[src/rtl/deparser_emit_segs_pkg.sv]
// Shared definitions for the deparser segment emitter.
// Holds the default bus widths, the FSM state encoding, the captured
// descriptor payload and the segment-count clamping helper.
package deparser_emit_segs_pkg;

    localparam int unsigned C_AXIS_DATA_WIDTH  = 256;
    localparam int unsigned C_AXIS_TUSER_WIDTH = 128;
    localparam int unsigned C_NUM_SEGS         = 4;

    // One header segment is exactly one beat: 32 bytes.
    localparam int unsigned SEG_BYTES  = C_AXIS_DATA_WIDTH / 8;
    localparam int unsigned KEEP_W     = SEG_BYTES;
    localparam int unsigned SEG_CNT_W  = 3;
    localparam int unsigned SEG_IDX_W  = 3;
    localparam int unsigned SEG_SEL_W  = $clog2(C_NUM_SEGS);
    localparam int unsigned PKT_CNT_W  = 32;

    typedef enum logic [1:0] {
        ST_IDLE      = 2'd0,
        ST_EMIT_SEG  = 2'd1,
        ST_EMIT_BODY = 2'd2
    } state_e;

    // Descriptor as held for the duration of one packet.
    typedef struct packed {
        logic [C_NUM_SEGS-1:0][C_AXIS_DATA_WIDTH-1:0] segs;
        logic [C_AXIS_TUSER_WIDTH-1:0]                tuser;
        logic [SEG_IDX_W-1:0]                         last_idx;
        logic [KEEP_W-1:0]                            last_keep;
        logic                                         more;
    } desc_t;

    // Clamp a requested segment count into 1..C_NUM_SEGS.
    function automatic logic [SEG_CNT_W-1:0] eff_seg_cnt(input logic [SEG_CNT_W-1:0] cnt);
        logic [SEG_CNT_W-1:0] res;
        res = cnt;
        if (cnt == '0) begin
            res = SEG_CNT_W'(1);
        end else if (cnt > SEG_CNT_W'(C_NUM_SEGS)) begin
            res = SEG_CNT_W'(C_NUM_SEGS);
        end
        return res;
    endfunction

endpackage

[src/rtl/deparser_emit_segs.sv]
// Deparser segment emitter.
// Accepts a descriptor of up to C_NUM_SEGS header segments, replays them as
// AXI-Stream beats, then optionally forwards the packet body from s_axis.
//
// Ports:
//   axis_clk, aresetn         clock, synchronous active-low reset
//   segs_in / tuser_in / seg_cnt_in / last_keep_in / segs_more_in
//                             descriptor, accepted on segs_valid_in & segs_ready_out
//   s_axis_*                  body stream, passed through after the last segment
//   m_axis_*                  reassembled packet stream
//   pkt_cnt                   emitted-packet count
//
// Build option: define DEPARSER_PKT_CNT_EN to build the packet counter;
// otherwise pkt_cnt is tied to zero.
module deparser_emit_segs
    import deparser_emit_segs_pkg::*;
(
    input  logic                                    axis_clk,
    input  logic                                    aresetn,

    input  logic [C_NUM_SEGS*C_AXIS_DATA_WIDTH-1:0] segs_in,
    input  logic [C_AXIS_TUSER_WIDTH-1:0]           tuser_in,
    input  logic [SEG_CNT_W-1:0]                    seg_cnt_in,
    input  logic [KEEP_W-1:0]                       last_keep_in,
    input  logic                                    segs_more_in,
    input  logic                                    segs_valid_in,
    output logic                                    segs_ready_out,

    input  logic [C_AXIS_DATA_WIDTH-1:0]            s_axis_tdata,
    input  logic [KEEP_W-1:0]                       s_axis_tkeep,
    input  logic                                    s_axis_tvalid,
    input  logic                                    s_axis_tlast,
    output logic                                    s_axis_tready,

    output logic [C_AXIS_DATA_WIDTH-1:0]            m_axis_tdata,
    output logic [C_AXIS_TUSER_WIDTH-1:0]           m_axis_tuser,
    output logic [KEEP_W-1:0]                       m_axis_tkeep,
    output logic                                    m_axis_tvalid,
    output logic                                    m_axis_tlast,
    input  logic                                    m_axis_tready,

    output logic [PKT_CNT_W-1:0]                    pkt_cnt
);

    state_e               state_q, state_d;
    logic [SEG_IDX_W-1:0] seg_idx_q, seg_idx_d;
    desc_t                desc_q, desc_d;

    logic [SEG_CNT_W-1:0] cnt_eff;
    logic                 seg_is_last;
    logic                 seg_ends_pkt;
    logic [SEG_SEL_W-1:0] seg_sel;

    // Descriptor normalisation: clamp the count and drop "more" unless every
    // segment slot is used, since the body only ever follows the final slot.
    assign cnt_eff = eff_seg_cnt(seg_cnt_in);

    assign seg_sel      = seg_idx_q[SEG_SEL_W-1:0];
    assign seg_is_last  = (seg_idx_q == desc_q.last_idx);
    assign seg_ends_pkt = seg_is_last && !desc_q.more;

    // State register.
    always_ff @(posedge axis_clk) begin
        if (!aresetn) begin
            state_q   <= ST_IDLE;
            seg_idx_q <= '0;
            desc_q    <= '0;
        end else begin
            state_q   <= state_d;
            seg_idx_q <= seg_idx_d;
            desc_q    <= desc_d;
        end
    end

    // Next-state and stream outputs.
    always_comb begin
        state_d        = state_q;
        seg_idx_d      = seg_idx_q;
        desc_d         = desc_q;
        segs_ready_out = 1'b0;
        s_axis_tready  = 1'b0;
        m_axis_tdata   = '0;
        m_axis_tuser   = '0;
        m_axis_tkeep   = '0;
        m_axis_tvalid  = 1'b0;
        m_axis_tlast   = 1'b0;

        case (state_q)
            ST_IDLE: begin
                segs_ready_out = 1'b1;
                if (segs_valid_in) begin
                    desc_d.segs      = segs_in;
                    desc_d.tuser     = tuser_in;
                    desc_d.last_idx  = SEG_IDX_W'(cnt_eff - SEG_CNT_W'(1));
                    desc_d.last_keep = last_keep_in;
                    desc_d.more      = segs_more_in && (cnt_eff == SEG_CNT_W'(C_NUM_SEGS));
                    seg_idx_d        = '0;
                    state_d          = ST_EMIT_SEG;
                end
            end

            // Everything shown here comes from registers, so the beat is
            // stable across back-pressure.
            ST_EMIT_SEG: begin
                m_axis_tvalid = 1'b1;
                m_axis_tdata  = desc_q.segs[seg_sel];
                m_axis_tuser  = (seg_idx_q == '0) ? desc_q.tuser : '0;
                m_axis_tkeep  = seg_ends_pkt ? desc_q.last_keep : '1;
                m_axis_tlast  = seg_ends_pkt;
                if (m_axis_tready) begin
                    if (!seg_is_last) begin
                        seg_idx_d = seg_idx_q + SEG_IDX_W'(1);
                    end else if (desc_q.more) begin
                        state_d = ST_EMIT_BODY;
                    end else begin
                        state_d = ST_IDLE;
                    end
                end
            end

            ST_EMIT_BODY: begin
                m_axis_tdata  = s_axis_tdata;
                m_axis_tkeep  = s_axis_tkeep;
                m_axis_tvalid = s_axis_tvalid;
                m_axis_tlast  = s_axis_tlast;
                s_axis_tready = m_axis_tready;
                if (s_axis_tvalid && m_axis_tready && s_axis_tlast) begin
                    state_d = ST_IDLE;
                end
            end

            default: begin
                state_d = ST_IDLE;
            end
        endcase
    end

`ifdef DEPARSER_PKT_CNT_EN
    logic [PKT_CNT_W-1:0] pkt_cnt_q, pkt_cnt_d;

    // Count completed packets; wraps naturally at 2^32.
    always_comb begin
        pkt_cnt_d = pkt_cnt_q;
        if (m_axis_tvalid && m_axis_tready && m_axis_tlast) begin
            pkt_cnt_d = pkt_cnt_q + PKT_CNT_W'(1);
        end
    end

    always_ff @(posedge axis_clk) begin
        if (!aresetn) begin
            pkt_cnt_q <= '0;
        end else begin
            pkt_cnt_q <= pkt_cnt_d;
        end
    end

    assign pkt_cnt = pkt_cnt_q;
`else
    assign pkt_cnt = '0;
`endif

endmodule
[config.mk]
export PLATFORM = sky130hd
export DESIGN_NAME = deparser_emit_segs
export DESIGN_NICKNAME = d
export VERILOG_FILES = /design/src/rtl/deparser_emit_segs_pkg.sv /design/src/rtl/deparser_emit_segs.sv
export SDC_FILE = /design/constraint.sdc
export NUM_CORES = 2
export LEC_CHECK = 0
export ABC_AREA = 1
export CAP_MARGIN = 40
export CORE_AREA = 2 2 753 755
export DETAILED_ROUTE_END_ITERATION = 16
export DIE_AREA = 0 0 755 757
export GPL_TIMING_DRIVEN = 0
export PLACE_DENSITY_LB_ADDON = 0.15
export SLEW_MARGIN = 30
export SYNTH_ARGS = -nofsm -noshare
export SYNTH_HDL_FRONTEND = slang
export SYNTH_SLANG_ARGS = --single-unit
[constraint.sdc]
create_clock -name axis_clk -period 5.5 [get_ports axis_clk]
set_input_delay 0.825 -clock axis_clk [delete_from_list [all_inputs] [get_ports axis_clk]]
set_output_delay 0.825 -clock axis_clk [all_outputs]
set_load 0.005 [all_outputs]
==> results.toml <==
[outcome]
status = "finished clean"

[setup_path]
crit_family = "buffers and inverters"
path_max_fanout = 10
critPathKind = "reg2out"
cp_cell_sequence = "inv_4 -> buf_6 -> clkbuf_1 -> o21ai_0 -> o22ai_1 -> nand2_1 -> a21oi_1 -> clkdlybuf4s50_1"
cp.required_ns = 4.68
arrival_ns = 4.37
worstSetupStartpointType = "flip-flop"
endpoint_kind = "output pin"
crit_slowest_cell = "clkdlybuf4s50_1"
cpPeakStageDelay_ns = 0.73
crit_buf_inv = 4

[clock_tree]
cts_num_sinks = 1193
cts-buffers-inserted = 177
tritoncts = "done"
clockBufferDepth = 4
hold_buffers = 0
cts.clk_slew.worst_paths_ns = 0.06
cts_resized = 29
clock_latency_ns = 0.94
htreeDepth = 4
cts-root-buf = "clkbuf_16"
post-cts-setup-buffer-count = 0

[logic_synthesis]
synth_common_cells = "nor2_1, o21ai_0, dfxtp_1, nand2_1, clkbuf_1"
synth-edff-count = 0
synth-seq-cells = 1193
ys_seq_area_share_pct = 44.7
ys_warn_count = 0
synth_area_leader_cell = "dfxtp_1"
synthTopCellsByArea = "dfxtp_1, nor2_1, o21ai_0"
synth_ff_type = "dfxtp_1"
avgSynthCellArea_um2 = 6.69
yosysMostFrequentCell = "nor2_1"
syn_inst = 7994
yosys.area.top_type_share_pct = 44.7
syn_area_um2 = 53500
ys_async_sr_fraction_pct = 0
yosysUniqueCellTypes = 22

[sta]
maxSlewViolCount = 0
finalCriticalPeriod_ns = 5.20
finClkSkew_ns = 0.0790
finalHoldViolCount = 0
worst_slew_pin_slew_ns = 1.02
setup_violations = 0
setup_slack_ns = 0.303
tns_ns = 0
relSlewSlack_pct = 31.0
finalCritPeriodShare_pct = 94.5
rsz0062_at_grt = "false"
fmax_ghz = 0.192

[global_route]
grt_pass1_vias = 63892
grt_antenna_before_repair = 474
grt_start_max_net_pins = 20
grt_pass1_wl_mm = 679
grt-ovfl-total = 0
grt_usage_pct = 18.1

[power]
p_per_area_nw_per_um2 = 476
p_total_mw = 42.6
p_leak_nw = 31.8
peakVddDrop_v = 0.000228

[floorplanning]
placementRows = 276
die_area_um2 = 572000
chipHeight_um = 757
boundaryPins = 1934
die_x_um = 755
coreArea_um2 = 563000
start_util_pct = 9.49

[routing]
routed_wl_mm = 541
ant_nets = 0
post_drt_wl_per_cell_um = 30.1
drt_iter0_markers = 4631
vias = 65325
viasPerCell = 3.64
drc = 0
first_pass_iters = 6

[finish]
fill_cells = 65076
area_growth_pct = 67.4
fin_area_um2 = 89500
fin_nets = 11665
drive_gt1_share_pct = 6.71
utilization_pct = 15.9

[flow_run]
maxCapViolCount = 0

[placed_design]
hpwl_mm = 466
pre_cts_slack_ns = 0.319
place.gp.congestion = 0.863
portBuffers = 1900
dpl_cell_area_um2 = 83100

[worst_hold_path]
min-delay-path-class = "in2reg"
[cell type report]
type	instances	area, µm²	area share [%]
Antenna cell	139	348	0.388
Clock inverter	61	843	0.942
Buffer	731	3390	3.79
Timing Repair Buffer	1972	20100	22.4
Tap cell	7506	9390	10.5
Inverter	50	190	0.212
Sequential cell	1193	23900	26.7
Clock buffer	256	5100	5.69
Multi-Input combinational cell	6050	26300	29.4
[layout by cell type, fill, tap and decap left out, types with 8 or more instances in the layout]
cell	count
clkbuf_2	34
nand4_1	35
diode_2	139
buf_4	62
clkbuf_1	479
buf_12	14
inv_1	47
buf_6	37
clkinv_2	25
clkbuf_4	8
clkbuf_8	37
o22ai_1	253
o21ai_1	125
clkbuf_16	177
buf_1	8
a21oi_1	294
conb_1	32
bufinv_16	12
buf_2	186
clkdlybuf4s50_1	1897
buf_16	16
nor2_1	2944
a21oi_2	38
o21ai_0	1576
dfxtp_1	1192
nand2_1	721
ha_1	8
[sequential cells by signal (all words and copies together), names as in the netlist]
| signal | count |
|---|---|
| state_q | 2 |
| desc_q | 1188 |
| seg_idx_q | 3 |
[worst min-delay path: stages]
cell and delay [ns]:
clkbuf_1 0.16, buf_2 0.18, o21ai_0 0.07, a21oi_1 0.04
[path summary, 6_finish.rpt]
kind | start | to | slack (ns) | cells past startpoint
worst min-delay path | aresetn | desc_q[30] | 0.45 | 4
worst max-delay path | seg_idx_q[1] | m_axis_tdata[209] | 0.30 | 8
worst min register to register | desc_q[16] | desc_q[16] | 0.45 | 2
worst max register to register | state_q[0] | desc_q[164] | 1.83 | 11
[report_power, final]
part           internal [mW]  total, mW  switching, mW
combinational           5.58       17.5           11.9
clock                   7.03       12.1           5.07
sequential              11.2       13.1           1.86
total                   23.8       42.6           18.8
[per-layer routing]
layer  GRT usage [%]  share of wire (%)  vias to the layer above  wire length, µm
met1            22.3                 42                    30862           229000
met2            30.9                 47                     2678           255000
met4            4.38                2.7                      218            14500
met5               0               0.26                        -             1410
li1                -                  -                    30755                -
met3            5.27                7.6                      812            41100
[cell families after synthesis]
family / after synthesis / synth area share (%)
simple gates: 3717 / 26.3
compound gates: 2290 / 22.3
flops: 1193 / 44.7
buf+inv: 782 / 6.53
fa+ha+maj: 8 / 0.187
xor+xnor: 3 / 0.0491
other cells: 1 / 0.00701
[per-stage QoR]
step,std cells,hold slack [ns]
global placement,17431,0.441
global route,17863,0.424
finish,17958,0.448
detailed placement,17499,0.445
CTS,17815,0.319
floorplan,8025,0.429
Note: power is estimated with default switching activity, not from simulation.
